$ cat src/rtl/aidc_lite_zrle_buf.sv
`default_nettype none
// ============================================================================
// Module   : aidc_lite_zrle_buf
// Purpose  : Collects one 128B block (16 x 64-bit words) from the compression
//            engine and zero-word-run-length encodes it into a fixed 64B
//            buffer: slot0 holds a 16-bit nonzero bitmap, slots 1..7 hold the
//            nonzero words in arrival order. The engine reads the buffer back
//            as 16 x 32-bit beats, upper half of each slot first.
// Ports    : clk, rst            - clock, synchronous active-high reset
//            comp_wren_i         - input word valid
//            comp_sop_i/eop_i    - first / last word of block (with wren)
//            comp_wdata_i[63:0]  - input word
//            comp_ready_o        - encoded block available (level)
//            zrle_blk_size_o[10:0] - encoded size in bits (1024 = incompressible)
//            comp_rden_i         - pop one 32-bit beat
//            comp_rdata_o[31:0]  - current read beat (combinational)
// Revision : 1.0 - initial release
// ============================================================================
module aidc_lite_zrle_buf (
  input  logic        clk,
  input  logic        rst,
  input  logic        comp_wren_i,
  input  logic        comp_sop_i,
  input  logic        comp_eop_i,
  input  logic [63:0] comp_wdata_i,
  output logic        comp_ready_o,
  output logic [10:0] zrle_blk_size_o,
  input  logic        comp_rden_i,
  output logic [31:0] comp_rdata_o
);

  typedef enum logic [1:0] {
    S_IDLE  = 2'd0,
    S_FILL  = 2'd1,
    S_READY = 2'd2
  } state_t;

  state_t      state;
  logic [63:0] slots [0:7];   // slot0 = {48'd0, bitmap}
  logic [3:0]  wr_idx;
  logic [3:0]  nnz;
  logic [3:0]  rd_ptr;

  // Per-word encode decision, shared by the start-of-block and fill paths.
  logic        start;
  logic        accept;
  logic [3:0]  idx;
  logic [3:0]  base_nnz;
  logic [15:0] base_map;
  logic        nz;
  logic [3:0]  nnz_nxt;
  logic [15:0] map_nxt;
  logic        store;
  logic        close;
  logic [10:0] size_nxt;
  logic [2:0]  store_slot;

  always_comb begin
    // A sop outside S_READY always (re)starts a block from a clean slate.
    start      = comp_wren_i && comp_sop_i && (state != S_READY);
    accept     = start || (comp_wren_i && (state == S_FILL));
    idx        = start ? 4'd0 : wr_idx;
    base_nnz   = start ? 4'd0 : nnz;
    base_map   = start ? 16'd0 : slots[0][15:0];
    nz         = |comp_wdata_i;
    nnz_nxt    = base_nnz;
    map_nxt    = base_map;
    if (nz) begin
      map_nxt[idx] = 1'b1;
      if (base_nnz < 4'd8) nnz_nxt = base_nnz + 4'd1;
    end
    // Only 7 data slots exist; further nonzero words just mark the bitmap.
    store      = nz && (base_nnz < 4'd7);
    store_slot = base_nnz[2:0] + 3'd1;
    close      = comp_eop_i || (idx == 4'd15);
    // 64*(1+nnz) for nnz<=7; 1024 flags an incompressible block.
    if (nnz_nxt[3]) size_nxt = 11'd1024;
    else            size_nxt = {1'b0, nnz_nxt + 4'd1, 6'd0};
  end

  always_ff @(posedge clk) begin
    if (rst) begin
      state           <= S_IDLE;
      wr_idx          <= 4'd0;
      nnz             <= 4'd0;
      rd_ptr          <= 4'd0;
      comp_ready_o    <= 1'b0;
      zrle_blk_size_o <= 11'd0;
      for (int i = 0; i < 8; i++) slots[i] <= 64'd0;
    end else begin
      case (state)
        S_IDLE, S_FILL: begin
          if (accept) begin
            if (start) begin
              for (int i = 1; i < 8; i++) slots[i] <= 64'd0;
            end
            if (store) slots[store_slot] <= comp_wdata_i;
            slots[0] <= {48'd0, map_nxt};
            nnz      <= nnz_nxt;
            wr_idx   <= idx + 4'd1;
            if (close) begin
              state           <= S_READY;
              comp_ready_o    <= 1'b1;
              zrle_blk_size_o <= size_nxt;
            end else begin
              state <= S_FILL;
            end
          end
        end
        S_READY: begin
          if (comp_rden_i) begin
            rd_ptr <= rd_ptr + 4'd1;   // wraps to 0 after the 16th pop
            if (rd_ptr == 4'd15) begin
              state        <= S_IDLE;
              comp_ready_o <= 1'b0;
            end
          end
        end
        default: state <= S_IDLE;
      endcase
    end
  end

  assign comp_rdata_o = rd_ptr[0] ? slots[rd_ptr[3:1]][31:0]
                                  : slots[rd_ptr[3:1]][63:32];

endmodule
`default_nettype wire

$ cat config.mk
export PLATFORM = sky130hd
export DESIGN_NAME = aidc_lite_zrle_buf
export DESIGN_NICKNAME = d
export VERILOG_FILES = /design/src/rtl/aidc_lite_zrle_buf.sv
export SDC_FILE = /design/constraint.sdc
export NUM_CORES = 1
export LEC_CHECK = 0
export CAP_MARGIN = 20
export CORE_MARGIN = 10
export CORE_UTILIZATION = 28
export DETAILED_ROUTE_END_ITERATION = 8
export PLACE_DENSITY_LB_ADDON = 0.2
export SETUP_SLACK_MARGIN = 0.5
export SYNTH_ARGS = -nofsm -noshare
export SYNTH_HDL_FRONTEND = slang
export SYNTH_SLANG_ARGS = --single-unit
export TNS_END_PERCENT = 1
$ cat constraint.sdc
create_clock -name clk -period 13.8 [get_ports clk]
set_input_delay 1.38 -clock clk [delete_from_list [all_inputs] [get_ports clk]]
set_output_delay 1.38 -clock clk [all_outputs]
set_load 0.005 [all_outputs]
==> impl_metrics.csv <==
group,metric,value,unit
outcome,status,"completed",
floorplan,die_h,315,um
clock_tree,cts_tree,"built",
flow_run,max_cap_viol_count,0,
grt,grt_max_degree,125,
floorplan,fp.dieW,315,um
place,placed_area,0.0268,mm2
synth,synth-async-reset-ratio,0,%
place,pre_cts_slack,7.83,ns
sta,rsz0062_at_grt,"false",
routing,routed_wl,67200,um
sta,hold_viol_final,0,
place,hpwl,38900,um
setup_path,required,12.42,ns
setup_path,critPathKind,"reg2out",
setup_path,cp-end-kind,"output port",
clock_tree,clk_latency,0.62,ns
sta,drv_slew,0,
sta,setup_viol,0,
clock_tree,h-tree-depth,2,
layout,n_fill_cell,8415,
setup_path,critical_path_buf_inv_count,3,
clock_tree,cts_buffer_depth,3,
grt,met3_usage,2.74,%
sta,slew_headroom,24.8,%
setup_path,worst-path-max-fanout,39,
setup_path,cp-start-kind,"flop",
routing,viasPerCell,4.78,
clock_tree,numCtsBuffers,59,
grt,grt_pass1_wl,99900,um
hold_path,min_path_type,"reg2reg",
layout,finalNonFillerCells,2809,
sta,worst_slack,7.93,ns
clock_tree,hold_buffers,0,
grt,met2_usage,21.8,%
routing,ant_nets,0,
grt,top_usage_layer,"met2",
setup_path,cp_cell_sequence,"buf_4 -> buf_4 -> mux4_2 -> mux4_2 -> clkdlybuf4s50_1",
pwr,peakVddDrop,91.0,uV
floorplan,rows,108,
layout,fin_area,0.0285,mm2
routing,detail_route.wl_per_cell,23.9,um
layout,drive_gt1_share,17.5,%
grt,grt_pass1_vias,14200,
layout,layout.nets,1687,
setup_path,worst_ep_arrival_time,4.49,ns
synth,synth-seq-cells,535,
place,finalWeightedCongestion,0.748,
synth,netlist_area,0.0243,mm2
setup_path,crit_family,"buffers and inverters",
pwr,power,3.58,mW
pwr,pwr_density_cell,125,mW/mm2
clock_tree,cts_root_buf,"clkbuf_16",
floorplan,ios,114,
layout,area_growth,17.2,%
sta,tns,0,ns
floorplan,dieArea,0.0991,mm2
setup_path,reg2reg_from,"state[0]",
grt,met1_usage,18.5,%
sta,finalCritPeriodShare,42.5,%
routing,vias,13400,
synth,ys_seq_area_share,65.0,%
clock_tree,clk_pin_slew,0.05,ns
floorplan,core,0.0865,mm2
clock_tree,cts_sinks,535,
synth,ys_types,49,
clock_tree,cts_setup_buffers,0,
synth,syn_avg_cell_area,15.9,um2
setup_path,cpPeakStageDelay,0.79,ns
clock_tree,cts_resized,0,
synth,synth.yosys.warnings,0,
synth,ys.flop_type,"edfxtp_1",
layout,diodes,0,
grt,antenna_found_initial,8,
place,numPortBuffers,107,
grt,grt_usage,13.5,%
floorplan,start_util,28.2,%
sta,fin_skew,0.0182,ns
sta,timing.fmax,170,MHz
routing,drc,0,
setup_path,crit_slowest_cell,"buf_4",
routing,drt_pre_antenna_iters,5,
grt,grt_overflow_total,0,
pwr,power.leakage,10.2,nW
hold_path,min-delay-start,"zrle_blk_size_o[10]",
sta,fin_crit,5.87,ns
sta,worst_slew_pin_slew,1.13,ns
synth,synth-edff-count,512,
place,dp.cells,2702,
synth,syn_inst,1529,
routing,dr.first_iter.drc_count,1032,
## flip-flops by register name (all words and copies together) (netlist names), named ones only
name             flops
zrle_blk_size_o      5
rd_ptr               4
slots              512
comp_ready_o         1
nnz                  4
wr_idx               4
state                2
## logic make-up (layout without fill, tap and decap cells)
group	Yosys count	in the layout	share of synthesized area, %
mux	161	161	14.8
other cells	1	6	0.0154
xor+xnor	3	3	0.108
simple gates	622	622	15.6
buf+inv	126	246	2.05
compound gates	74	74	2.01
flops	535	535	65.0
fa+ha+maj	7	7	0.360
## power by group
part           total [mW]  leakage [nW]  switching (mW)  internal, mW
sequential           1.91          5.65          0.0297          1.88
clock                1.44         0.829           0.635         0.801
combinational       0.234          3.76           0.140        0.0934
total                3.58          10.2           0.806          2.77
## path summary, 6_finish.rpt
check,slack (ns),cells after the start,endpoint
worst max register to register,9.42,13,slots[7][58]
worst max-delay path,7.93,5,comp_rdata_o[6]
worst min-delay path,0.47,2,zrle_blk_size_o[10]
worst min register to register,0.47,2,zrle_blk_size_o[10]
## worst register-to-register path: cells and delay by family, from the launching register on
family / cells / cell delay, ns
fa+ha+maj: 1 / 0.28
simple gates: 6 / 1.15
flops: 1 / 0.38
compound gates: 2 / 0.35
buf+inv: 4 / 1.76
## cells in the final DEF, fill, tap and decap left out, drive strengths merged, types with 12 or more instances in the layout
cell type      synthesis  final
and3                 131    131
a21oi                 19     19
nor2                  12     12
dfxtp                 23     23
clkinv                 0     25
mux4                 160    160
nor4                  18     18
o21ai                 18     18
buf                   22     29
and2                 371    371
edfxtp               512    512
clkbuf                99     80
a22oi                 12     12
clkdlybuf4s50          0    107
nand2                 41     41
## Yosys cell counts, types with 2 or more instances
master	n	area (um2)
a21oi_1	19	95.1
a22o_1	9	78.8
a22oi_1	12	90.1
and2_1	370	2310
and3_1	131	820
buf_1	14	52.6
buf_2	2	10.0
buf_4	6	45.0
clkbuf_1	99	372
dfxtp_1	23	460
edfxtp_1	512	15400
ha_1	7	87.6
inv_1	5	18.8
mux4_2	160	3600
nand2_1	41	154
nand2b_1	9	56.3
nand3_1	6	30.0
nand3b_1	3	22.5
nand4_1	6	37.5
nor2_1	12	45.0
nor2b_1	8	50.1
nor3_1	2	10.0
nor3b_1	2	15.0
nor4_1	16	100
nor4_2	2	25.0
o211ai_1	2	15.0
o21ai_0	16	80.1
o21ai_1	2	10.0
o31ai_1	5	37.5
or2_2	3	18.8
or3_1	2	12.5
or4_1	2	15.0
or4b_2	4	40.0
xor2_1	2	17.5
## final cells by class
type | count | area (um2) | area share [%]
multi-input combinational | 873 | 8150 | 28.6
clock inverter | 25 | 110 | 0.386
inverter | 5 | 20.0 | 0.0701
timing repair buffer | 136 | 1370 | 4.80
tap | 1155 | 1450 | 5.06
sequential | 535 | 15800 | 55.5
clock buffer | 80 | 1600 | 5.60
## metal layers
metal,part of all wire (%),up-vias,wire length [um]
li1,-,6029,-
met1,45,6982,30400
met2,48,323,32200
met3,5.4,77,3610
met4,1.5,10,999
met5,0.089,-,60
## through the flow
stage	util, %	hold WS (ns)
3_3_place_gp	30.9	0.456
3_5_place_dp	31.0	0.452
6_report	33.0	0.470
5_1_grt	33.0	0.486
4_1_cts	32.9	0.470
2_1_floorplan	-	0.446
Power figures use the tool's default switching activity.
